[src/rtl/x_countdown_8_bit_pkg.sv]
// Shared constants and state encoding for the loadable 8-bit down-counter.
package x_countdown_8_bit_pkg;

  localparam int COUNT_W = 8;

  typedef enum logic [1:0] {
    IDLE = 2'd0,
    RUN  = 2'd1,
    DONE = 2'd2
  } state_t;

  localparam logic [COUNT_W-1:0] COUNT_ZERO = '0;
  localparam logic [COUNT_W-1:0] COUNT_ONE  = COUNT_W'(1);

  // Next state after loading a start value: a zero load skips RUN entirely.
  function automatic state_t load_state(input logic [COUNT_W-1:0] value);
    return (value != COUNT_ZERO) ? RUN : DONE;
  endfunction

endpackage

[src/rtl/x_countdown_8_bit.sv]
// Loadable 8-bit down-counter / interval timer with per-bit pins.
// Optional auto-reload when X_COUNTDOWN_8_BIT_RELOAD_EN is defined: DONE
// reloads the last start value and keeps running until aborted or reset.
module x_countdown_8_bit
  import x_countdown_8_bit_pkg::*;
(
  input  logic i_clk,
  input  logic i_rst_n,
  input  logic i_start,
  input  logic i_halt,
  input  logic i_abort,
  input  logic i_value_7,
  input  logic i_value_6,
  input  logic i_value_5,
  input  logic i_value_4,
  input  logic i_value_3,
  input  logic i_value_2,
  input  logic i_value_1,
  input  logic i_value_0,
  output logic o_count_7,
  output logic o_count_6,
  output logic o_count_5,
  output logic o_count_4,
  output logic o_count_3,
  output logic o_count_2,
  output logic o_count_1,
  output logic o_count_0,
  output logic o_busy,
  output logic o_done
);

  state_t             state_q, state_d;
  logic [COUNT_W-1:0] count_q, count_d;
  logic [COUNT_W-1:0] value;

`ifdef X_COUNTDOWN_8_BIT_RELOAD_EN
  logic [COUNT_W-1:0] reload_q, reload_d;
`endif

  assign value = {i_value_7, i_value_6, i_value_5, i_value_4,
                  i_value_3, i_value_2, i_value_1, i_value_0};

  // Next-state and next-count: abort > start > halt > decrement.
  always_comb begin
    // NOTE: every target gets a default here so no path leaves it unassigned,
    // which would otherwise infer a latch.
    state_d = state_q;
    count_d = count_q;
`ifdef X_COUNTDOWN_8_BIT_RELOAD_EN
    reload_d = reload_q;
`endif

    if (i_abort) begin
      // Abort clears the count but keeps the reload value for the next start.
      state_d = IDLE;
      count_d = COUNT_ZERO;
    end else begin
      unique case (state_q)
        IDLE: begin
          if (i_start) begin
            count_d = value;
            state_d = load_state(value);
`ifdef X_COUNTDOWN_8_BIT_RELOAD_EN
            reload_d = value;
`endif
          end
        end

        RUN: begin
          // Start is ignored while running; halt freezes the count.
          if (!i_halt) begin
            if (count_q <= COUNT_ONE) begin
              // Reaching zero and entering DONE happen on the same edge, so
              // RUN never holds a zero count and the decrement cannot wrap.
              count_d = COUNT_ZERO;
              state_d = DONE;
            end else begin
              count_d = count_q - COUNT_ONE;
            end
          end
        end

        DONE: begin
          if (i_start) begin
            // Restart straight from DONE with no dead cycle.
            count_d = value;
            state_d = load_state(value);
`ifdef X_COUNTDOWN_8_BIT_RELOAD_EN
            reload_d = value;
`endif
          end else begin
`ifdef X_COUNTDOWN_8_BIT_RELOAD_EN
            // Free-running period of reload+1 cycles; reload of zero parks
            // the counter in DONE with the done flag held high.
            count_d = reload_q;
            state_d = load_state(reload_q);
`else
            count_d = COUNT_ZERO;
            state_d = IDLE;
`endif
          end
        end

        default: begin
          state_d = IDLE;
          count_d = COUNT_ZERO;
        end
      endcase
    end
  end

  // State, count and reload registers with asynchronous clear.
  always_ff @(posedge i_clk or negedge i_rst_n) begin
    if (!i_rst_n) begin
      state_q  <= IDLE;
      count_q  <= COUNT_ZERO;
`ifdef X_COUNTDOWN_8_BIT_RELOAD_EN
      reload_q <= COUNT_ZERO;
`endif
    end else begin
      // NOTE: non-blocking assignments so every register samples the values
      // from before this edge, independent of statement order.
      state_q  <= state_d;
      count_q  <= count_d;
`ifdef X_COUNTDOWN_8_BIT_RELOAD_EN
      reload_q <= reload_d;
`endif
    end
  end

  // Outputs are register bits or state decodes; no input reaches them
  // combinationally.
  assign {o_count_7, o_count_6, o_count_5, o_count_4,
          o_count_3, o_count_2, o_count_1, o_count_0} = count_q;
  assign o_busy = (state_q == RUN);
  assign o_done = (state_q == DONE);

endmodule

[config.mk]
export PLATFORM = sky130hd
export DESIGN_NAME = x_countdown_8_bit
export DESIGN_NICKNAME = d
export VERILOG_FILES = /design/src/rtl/x_countdown_8_bit_pkg.sv /design/src/rtl/x_countdown_8_bit.sv
export SDC_FILE = /design/constraint.sdc
export NUM_CORES = 1
export LEC_CHECK = 0
export BUFFER_PORTS_ARGS = -buffer_cell sky130_fd_sc_hd__buf_2
export CORE_MARGIN = 5
export CORE_UTILIZATION = 52
export CTS_BUF_LIST = sky130_fd_sc_hd__clkbuf_8 sky130_fd_sc_hd__clkbuf_16
export CTS_CLUSTER_SIZE = 16
export DETAILED_ROUTE_END_ITERATION = 6
export MAX_ROUTING_LAYER = met4
export PLACE_DENSITY = 0.81
export SYNTH_ARGS = -nofsm -noshare
export SYNTH_HDL_FRONTEND = slang
export SYNTH_SLANG_ARGS = --single-unit
export TNS_END_PERCENT = 100
[constraint.sdc]
create_clock -name i_clk -period 3.5 [get_ports i_clk]
set_input_delay 0.175 -clock i_clk [delete_from_list [all_inputs] [get_ports i_clk]]
set_output_delay 0.175 -clock i_clk [all_outputs]
set_load 0.03 [all_outputs]
==> run summary <==
### Status
- **status** finished clean

### Routing
- **final WL** 1.894 mm
- **Remaining DRCs** 0
- **number of DRC markers after the initial detailed-route iteration** 35
- **met3 wire len** 136 µm
- **TritonRoute pass-1 iters** 4
- **post-DR wirelength/cell** 16.47 µm
- **detailed-routing wirelength on met1** 734 µm
- **Top Layer Used** met4
- **DRT antenna net count** 0
- **DR WL met2** 930 µm
- **Via density** 6.426
- **count of vias placed by the detailed router** 739

### Synth
- **cells taking the most area after synthesis** sky130_fd_sc_hd__dfrtp_1 35%, sky130_fd_sc_hd__a221o_1 7.0%, sky130_fd_sc_hd__nor2_1 4.2%
- **flip-flop and latch count after synthesis** 10
- **area leader, netlist** sky130_fd_sc_hd__dfrtp_1
- **sequential cell area fraction in the yosys report** 35.09%
- **number of warnings reported in the yosys synthesis log** 0
- **Primary FF master, synth** sky130_fd_sc_hd__dfrtp_1
- **Netlist cell types** 34
- **post-synthesis instance total** 75
- **dominant cell by count in the synthesized netlist** sky130_fd_sc_hd__dfrtp_1
- **proportion of register bits with asynchronous set or reset after synthesis** 100.0%
- **area fraction of the dominant cell type after synthesis** 35.09%
- **Cell Area, Synth** 713.2 µm²
- **synthesized area per cell** 9.509 µm²
- **ranking of synthesized cells by instance count** 10 x sky130_fd_sc_hd__dfrtp_1, 8 x sky130_fd_sc_hd__nor2_1, 5 x sky130_fd_sc_hd__a221o_1, 4 x sky130_fd_sc_hd__nor4_1, 4 x sky130_fd_sc_hd__o21bai_1
- **number of synthesized flops with an enable pin** 0
- **number of nets produced by synthesis** 90

### Die
- **Row Count** 13
- **Die Ht** 47.04 µm
- **Initial Util** 54.81%
- **overall die width** 47.04 µm
- **Top-Level Pins** 23
- **CORE AREA** 1301 µm²
- **DIE AREA** 2212 µm²

### Worst setup path
- **worst path buffer plus inverter count** 1
- **critical-path cell with the highest stage delay** sky130_fd_sc_hd__dfrtp_1
- **top fanout value on the critical path** 7
- **critical path arrival** 2.09 ns
- **most frequent CP cell** sky130_fd_sc_hd__o21bai_1
- **Critical Path Source Type** register
- **gate family responsible for the most delay along the worst path** compound AO/OA/AOI/OAI gates
- **kind of end point of the critical path** register
- **required time of the worst setup path** 3.61 ns
- **Slowest Stage Delay on Critical Path** 0.42 ns
- **Critical Setup Path Class** reg -> reg
- **chain of cells forming the critical path** inv_1 > ha_1 > o21bai_1 > o31ai_4 > o21bai_1 > a221o_1

### Clock tree
- **Num CTS Buffers** 3
- **buffers inserted during post-CTS setup optimization** 0
- **Skew-Pair Late Insertion Delay** 0.24 ns
- **number of resized instances in the post-cts repair step** 0
- **clock slew at the register clock pins of the worst setup and hold paths** 0.05 ns
- **number of hold-repair buffers added at the cts stage** 1
- **CTS Root Buffer Type** sky130_fd_sc_hd__clkbuf_8
- **CTS tree** done
- **clock sink count** 10
- **Clock Path Buffers** 2
- **maximum level of the CTS H-tree** 1

### Placement
- **routability congestion estimate** 0.9113
- **port bufs** 22
- **sum of net half-perimeters after detailed placement** 1.456 mm
- **Placed Cells incl. Taps** 110

### Cells and area
- **number of nets in the final layout** 116
- **filler cell count** 101
- **synth-to-layout area growth** 25.96%
- **antenna fix cells** 0
- **Final Core Density** 69.04%
- **share of post-route cells with drive strength above 1** 32.00%
- **Layout Cells excl Fill** 115

### Power
- **Design Power** 0.4404 mW
- **PD cells** 490.3 nW/µm²
- **proportion of power drawn by flip-flops and latches** 33.3%
- **clock group share of total power** 32.6%
- **Net Sw Frac** 34.88%
- **leakage power of the design** 0.4090 nW
- **Worst IR Drop VDD** 0.3781 mV
- **Internal Dissipation** 0.2868 mW
- **net switching power figure** 0.1536 mW
- **proportion of power drawn by combinational gates** 34.0%

### STA
- **Min Clock Period, post-route** 1.978 ns
- **Slew HR** 65.57%
- **Tcrit/Tclk final** 56.51%
- **setup skew after layout** 0.003441 ns
- **setup TNS after final layout** 0 ns
- **Worst Tran Pin Value** 0.5146 ns
- **setup violation total in the final timing report** 0
- **unrepaired setup endpoints after global routing** no
- **Max Clock Freq** 0.5056 GHz
- **number of hold-slack violations in the final timing report** 0
- **Max Slew Vio Count** 0
- **worst-case hold slack** 0.1851 ns

### Flow run
- **maximum capacitance violations** 0

### Global routing
- **remaining global-route overflow** 0
- **antenna violations before repair** 0
- **pin count of the biggest net entering global routing** 11
- **global-route wire length before repair** 2.918 mm
- **Overall Global Routing Usage** 20.61%
- **number of global-route vias before repair** 655

### Worst hold path
- **class of the worst hold path** in -> reg

state kept, by name, summed over array words and instances (netlist names):
name     flops
count_q      8
state_q      2
kinds of logic (layout without fill, tap and decap cells):
logic type | count (synthesis) | in the layout | synth area share (%)
adders and majority gates | 2 | 2 | 3.508
and+or+nand+nor | 33 | 33 | 28.77
xor gates and xnor gates | 3 | 3 | 3.685
AOI/OAI and AO/OA | 22 | 22 | 26.14
DFF | 10 | 10 | 35.09
buffers and inverters | 5 | 30 | 2.806
per-stage QoR:
step / area, µm² / worst slack (ns)
CTS: 898.4 / 1.565
detailed placement: 833.3 / 1.591
global placement: 833.3 / 1.684
finish: 898.4 / 1.522
global route: 898.4 / 1.447
floorplan: 713.2 / 1.638
cell usage in the layout (no fill, tap or decap), drive strengths merged, types with 3 or more instances in the layout:
cell and n:
buf 22, o21bai 4, a221o 5, inv 3, dfrtp 10, nand2 3, nor2b 3, xnor2 3
nor3 3, nor2 8, nor4 4, clkbuf 4
power groups by stage:
stage               Sequential (mW)  Clock [mW]  Combinational (mW)
floorplan                     0.162           0              0.0902
global placement              0.147           0               0.145
detailed placement            0.148           0               0.147
CTS                           0.146       0.148               0.149
global route                  0.149       0.152               0.162
finish                        0.147       0.144               0.150
path summary, 6_finish.rpt:
kind / from / end / slack (ns) / cells after the start
setup / recovery: count_q[1] / count_q[5] / 1.52 / 6
max in group asynchronous: i_rst_n / count_q[7] / 2.98 / 2
hold / removal: i_abort / state_q[0] / 0.19 / 2
setup reg to reg: count_q[1] / count_q[5] / 1.52 / 6
hold reg to reg: count_q[4] / count_q[4] / 0.57 / 1
min in group asynchronous: i_rst_n / state_q[1] / 0.33 / 2
routing by layer:
layer  track usage, %  vias up
met5                -        -
met4            15.47        0
met3            4.981       11
met2            32.52       35
met1            22.07      357
li1                 -      336
final cells by class:
| class | instances | area, µm² | area share, % |
|---|---|---|---|
| clock buffer | 4 | 55.05 | 6.128 |
| inverter | 3 | 11.26 | 1.253 |
| multi-input combinational | 60 | 442.9 | 49.30 |
| sequential | 10 | 250.2 | 27.86 |
| tap | 15 | 18.77 | 2.089 |
| timing repair buffer | 23 | 120.1 | 13.37 |
No activity file was read; power rests on OpenSTA's default activity.
